$ cat config.mk
export PLATFORM = sky130hd
export DESIGN_NAME = irq_pending_latch
export DESIGN_NICKNAME = d
export VERILOG_FILES = /design/src/rtl/irq_pending_latch.sv
export SDC_FILE = /design/constraint.sdc
export NUM_CORES = 1
export LEC_CHECK = 0
export CELL_PAD_IN_SITES_DETAIL_PLACEMENT = 2
export CELL_PAD_IN_SITES_GLOBAL_PLACEMENT = 2
export CORE_ASPECT_RATIO = 0.8
export CORE_MARGIN = 1.5
export CORE_UTILIZATION = 29
export CTS_CLUSTER_DIAMETER = 100
export CTS_CLUSTER_SIZE = 30
export DETAILED_ROUTE_END_ITERATION = 16
export PLACE_DENSITY = 0.72
export SLEW_MARGIN = 20
export SYNTH_ARGS = -nofsm -noshare
export SYNTH_HDL_FRONTEND = slang
export SYNTH_SLANG_ARGS = --single-unit
$ cat constraint.sdc
create_clock -name clk -period 1.3 [get_ports clk]
set_input_delay 0.195 -clock clk [delete_from_list [all_inputs] [get_ports clk]]
set_output_delay 0.195 -clock clk [all_outputs]
set_load 0.005 [all_outputs]
$ cat src/rtl/irq_pending_latch.sv
// Sixteen synchronized, sticky interrupt-pending bits feed an external priority encoder.
// An IDLE/CAPT/HOLD presenter sits behind the encoder. Define IRQ_OVERRUN_EN to add ovr_clr/ovr_o.
module irq_pending_lane #(
    parameter bit LEVEL_MODE = 1'b0
) (
    input  logic clk,
    input  logic rst_n,
    input  logic req,
    input  logic clr,
    output logic set_ev,
    output logic pend
);
    logic s1, s2, s3;

    generate
        if (LEVEL_MODE) begin : g_level
            assign set_ev = s2;
        end else begin : g_edge
            assign set_ev = s2 & ~s3;
        end
    endgenerate

    // A set on the same edge as the clear wins, so a repeat request is never lost.
    always_ff @(posedge clk or negedge rst_n) begin
        if (!rst_n) begin
            s1   <= 1'b0;
            s2   <= 1'b0;
            s3   <= 1'b0;
            pend <= 1'b0;
        end else begin
            s1   <= req;
            s2   <= s1;
            s3   <= s2;
            pend <= set_ev | (pend & ~clr);
        end
    end
endmodule

module irq_pending_latch #(
    parameter int LEVEL_MODE = 0
) (
    input  logic        clk,
    input  logic        rst_n,
    input  logic [15:0] req,
    input  logic [15:0] mask,
    output logic [15:0] pend_o,
    output logic        enc_en_o,
    input  logic [3:0]  enc_y,
    output logic        irq_valid,
    output logic [3:0]  irq_id,
    input  logic        irq_ack
`ifdef IRQ_OVERRUN_EN
    ,
    input  logic        ovr_clr,
    output logic [15:0] ovr_o
`endif
);
    localparam int NUM_LANES = 16;

    typedef enum logic [1:0] {IDLE, CAPT, HOLD} state_t;

    state_t               state;
    logic [NUM_LANES-1:0] pending, set_ev, clr;

    for (genvar i = 0; i < NUM_LANES; i++) begin : g_lane
        irq_pending_lane #(.LEVEL_MODE(LEVEL_MODE != 0)) u_lane (
            .clk    (clk),
            .rst_n  (rst_n),
            .req    (req[i]),
            .clr    (clr[i]),
            .set_ev (set_ev[i]),
            .pend   (pending[i])
        );
    end

    assign pend_o   = pending & ~mask;
    assign enc_en_o = |pend_o;
    assign clr      = (state == HOLD && irq_ack) ? ({{(NUM_LANES-1){1'b0}}, 1'b1} << irq_id)
                                                 : '0;

    // Once the FSM leaves IDLE it is committed; mask changes only affect the next pick.
    always_ff @(posedge clk or negedge rst_n) begin
        if (!rst_n) begin
            state     <= IDLE;
            irq_valid <= 1'b0;
            irq_id    <= 4'b0000;
        end else begin
            case (state)
                IDLE: if (enc_en_o) state <= CAPT;
                CAPT: begin
                    irq_id    <= enc_y;
                    irq_valid <= 1'b1;
                    state     <= HOLD;
                end
                HOLD: if (irq_ack) begin
                    irq_valid <= 1'b0;
                    state     <= IDLE;
                end
                default: begin
                    irq_valid <= 1'b0;
                    state     <= IDLE;
                end
            endcase
        end
    end

`ifdef IRQ_OVERRUN_EN
    always_ff @(posedge clk or negedge rst_n) begin
        if (!rst_n) ovr_o <= '0;
        else        ovr_o <= (ovr_clr ? '0 : ovr_o) | (set_ev & pending & ~clr);
    end
`endif
endmodule

==> results.md <==
* Synthesized area per cell at 14.2 um2
* GRT Max-Usage Layer: met2
* Final setup vio count at 33
* Clock transition at path regs at 0.08 ns
* FILL cells at 710
* Die Y-Extent at 83.1 um
* Setup WS post-layout at -0.576 ns
* Diodes inserted at 0
* Die outline width at 103 um
* Violations in the final reports: setup timing
* Highest cell delay on the worst timing path at 0.41 ns
* Share of layout cells above drive strength 1 at 53.1%
* Share of synthesized flip-flops with an asynchronous set or reset at 100%
* Period utilization at 144%
* Area fraction of the dominant cell type after synthesis at 76.4%
* Number of synthesized register bits at 71
* Post-synthesis cell type with the largest combined area: sky130_fd_sc_hd__dfrtp_1
* Number of buffers between clock root and the deepest sink at 2
* Met3 Track Usage GR at 4.80%
* CTS H-tree lvls at 3
* Data arrival time of the critical path at 2.09 ns
* Layout Nets at 346
* Aggregate global-route resource usage at 20.5%
* Largest fanout of any net on the critical path at 2
* Syn_nets at 203
* DRT Wirelength at 10.2 mm
* Top Ports at 61
* Worst ir drop on vdd at 838 uV
* Gr ovfl total at 0
* Final cell count without fillers at 419
* Post-synthesis cell type count at 23
* Hold_ws at 0.255 ns
* Final Hold Violating Endpoints at 0
* Pwr per Cell Area at 1750 mW/mm2
* Final weighted congestion of routability-driven global placement at 0.792
* Critical Setup Path Class: reg -> reg
* Clock tree from TritonCTS: done
* Peak Freq at 533 MHz
* Via-per-instance ratio at 4.51
* Die Area at 0.00857 mm2
* Number of antenna-violating nets in the routed design at 0
* Total instance count after detailed placement at 362
* Tightest Hold Check Type: in -> async
* RSZ-0062 raised after global routing: true
* Most frequently used cell type in the post-synthesis netlist: sky130_fd_sc_hd__dfrtp_1
* Core ar. at 0.00784 mm2
* Most common cell on crit path: sky130_fd_sc_hd__buf_6
* Top_reg_cell synth: sky130_fd_sc_hd__dfrtp_1
* Clock latency on the worst-skew pair at 0.37 ns
* Fin crit period at 1.88 ns
* First-pass iteration count of the detailed router at 4
* Number of core rows at 29
* Data required, critical path at 1.52 ns
* Grt met2 use at 36.1%
* IO buf count at 60
* Wire length per cell at 24.3 um
* Post-synth design cell area at 0.00233 mm2
* Clk sink count at 71
* Max Cap Viol at 0
* Crit path cell chain: nor2b_4 > nor4_4 > buf_4 > buf_4 > buf_6 > buf_6 > buf_6 > buf_6 > buf_6 > a41oi_2
* Number of warnings printed during yosys synthesis at 0
* Transition at the pin with the smallest max-transition slack at 0.329 ns
* Layout area overhead at 87.0%
* Global routing met1 resource utilization at 24.2%
* Wire length of the first global-routing pass at 12.4 mm
* Vias after detailed routing at 1,888
* Buffering stage count on the worst path with inverters included at 7
* Inserted Clock Buffers at 9
* Most used standard cells in the synthesized netlist: sky130_fd_sc_hd__dfrtp_1 (71), sky130_fd_sc_hd__o21ai_0 (26), sky130_fd_sc_hd__nor2b_1 (17)
* Worst-case clock skew at 0.00849 ns
* Crit path launch type: register
* Number of design rule violations left after detail routing at 0
* Final total negative setup slack at -3.49 ns
* Most area-consuming cells after synthesis: sky130_fd_sc_hd__dfrtp_1 (76%), sky130_fd_sc_hd__o21ai_0 (5.6%), sky130_fd_sc_hd__nor2b_1 (4.6%), sky130_fd_sc_hd__inv_1 (2.6%), sky130_fd_sc_hd__mux2_2 (1.9%)
* CP Capture Type: register
* Outcome: finished, violations left
* Final Slew Violations at 0
* Maximum number of pins on one net before global-route repair at 29
* Number of violations reported at the end of detailed-routing iteration 0 at 70
* Initial Util at 29.7%
* Half-perimeter wire length of the detailed placement result at 4.29 mm
* Via count of the first global-routing pass at 2,095
* Top Family by Delay on Critical Path: buffers and inverters
* Slowest stage cell, crit path: sky130_fd_sc_hd__dfrtp_1
* Number of enable flip-flop cells after synthesis at 0
* Area of the multi-input gates at 837 um2
* Clock tree root driver cell: sky130_fd_sc_hd__clkbuf_8
* Sequential-to-total area share from yosys stat at 76.4%
* Count of mapped cells out of synthesis at 164
* Leakage power at 1.99 nW
* Footprint of the flip-flops and latches at 0.00178 mm2
* Worst rel slew slack at 77.9%
* Number of antenna violations at the first check in global routing at 0
-- routing by layer --
| metal | vias up | wire [um] |
|---|---|---|
| met5 | - | 0 |
| met2 | 50 | 5380 |
| li1 | 838 | - |
| met4 | 0 | 285 |
| met1 | 977 | 4200 |
| met3 | 23 | 327 |
-- worst register-to-register path, cell delays in order (launching register included) --
cell                      delay, ns
sky130_fd_sc_hd__dfrtp_1       0.41
sky130_fd_sc_hd__nor2b_4       0.16
sky130_fd_sc_hd__nor4_4        0.31
sky130_fd_sc_hd__buf_4         0.18
sky130_fd_sc_hd__buf_4         0.10
sky130_fd_sc_hd__buf_6         0.08
sky130_fd_sc_hd__buf_6         0.08
sky130_fd_sc_hd__buf_6         0.08
sky130_fd_sc_hd__buf_6         0.08
sky130_fd_sc_hd__buf_6         0.09
sky130_fd_sc_hd__a41oi_2       0.16
-- state kept, by name, summed over array words and instances, names as in the netlist --
register / count
state: 2
irq_id: 4
g_lane.u_lane.s1: 16
g_lane.u_lane.s2: 16
g_lane.u_lane.pend: 16
g_lane.u_lane.s3: 16
irq_valid: 1
-- cell families after synthesis --
| kind of cell | count (synthesis) | share of synthesized area (%) |
|---|---|---|
| multiplexers | 4 | 1.94 |
| AND/OR/NAND/NOR | 35 | 9.84 |
| flip-flops | 71 | 76.4 |
| AO/OA/AOI/OAI | 35 | 8.45 |
| buffers and inverters | 19 | 3.39 |
-- final timing paths --
check | to | from | slack [ns] | cells past startpoint
setup / recovery | state[0]$_DFFE_PN0P_ | g_lane[1].u_lane.pend$_DFF_PN0_ | -0.58 | 10
hold / removal | state[0]$_DFFE_PN0P_ | rst_n | 0.25 | 2
setup reg to reg | state[0]$_DFFE_PN0P_ | g_lane[1].u_lane.pend$_DFF_PN0_ | -0.58 | 10
hold reg to reg | g_lane[5].u_lane.s2$_DFF_PN0_ | g_lane[5].u_lane.s1$_DFF_PN0_ | 0.35 | 0
max in group asynchronous | g_lane[11].u_lane.pend$_DFF_PN0_ | rst_n | 0.57 | 3
min in group clk | g_lane[15].u_lane.s1$_DFF_PN0_ | req[15] | 0.26 | 1
-- timing repair --
item,4_1_cts,5_1_grt
pin swaps,8,8
hold buffers,1,0
gates cloned,0,0
endpoints found under the setup margin,37,37
endpoints found under the hold margin,18,0
resized for setup,176,55
buffers inserted,17,31
-- power by group --
part,internal [mW],switching [mW],leakage (nW)
Combinational,1.59,1.26,1.10
Clock,1.13,0.920,0.112
Sequential,2.46,0.246,0.780
Total,5.18,2.43,1.99
-- through the flow --
step           cell area [um2]  power (mW)  setup slack [ns]  utilization [%]
6_report                  4350        7.60            -0.576             55.5
3_5_place_dp              3310        4.02            -0.845             42.3
2_1_floorplan             2330        3.15            0.0785                -
5_1_grt                   4350        7.91            -0.654             55.5
3_3_place_gp              3310        3.95            -0.757             42.3
4_1_cts                   3990        6.60            -0.526             50.9
-- cell usage in the layout (no fill, tap or decap), types with 4 or more instances in the layout --
cell                              synthesis  routed
sky130_fd_sc_hd__dfrtp_1                 71      66
sky130_fd_sc_hd__buf_4                    2      45
sky130_fd_sc_hd__buf_6                    0      43
sky130_fd_sc_hd__clkdlybuf4s50_1          0      37
sky130_fd_sc_hd__nor2b_4                  0      17
sky130_fd_sc_hd__inv_1                   16      16
sky130_fd_sc_hd__o21ai_1                  1      13
sky130_fd_sc_hd__clkbuf_8                 0      10
sky130_fd_sc_hd__o21ai_2                  0       8
sky130_fd_sc_hd__o31ai_4                  0       6
sky130_fd_sc_hd__dfrtp_2                  0       5
sky130_fd_sc_hd__o21ai_4                  0       4
sky130_fd_sc_hd__mux2_2                   4       4
sky130_fd_sc_hd__buf_12                   0       4
-- area by class of cell --
| type | count | area share [%] |
|---|---|---|
| timing repair buffer | 135 | 30.2 |
| sequential | 71 | 41.0 |
| inverter | 16 | 1.38 |
| multi-input combinational | 74 | 19.2 |
| tap | 108 | 3.11 |
| clock buffer | 10 | 3.16 |
| clock inverter | 5 | 1.90 |
Note: power is estimated with default switching activity, not from simulation.
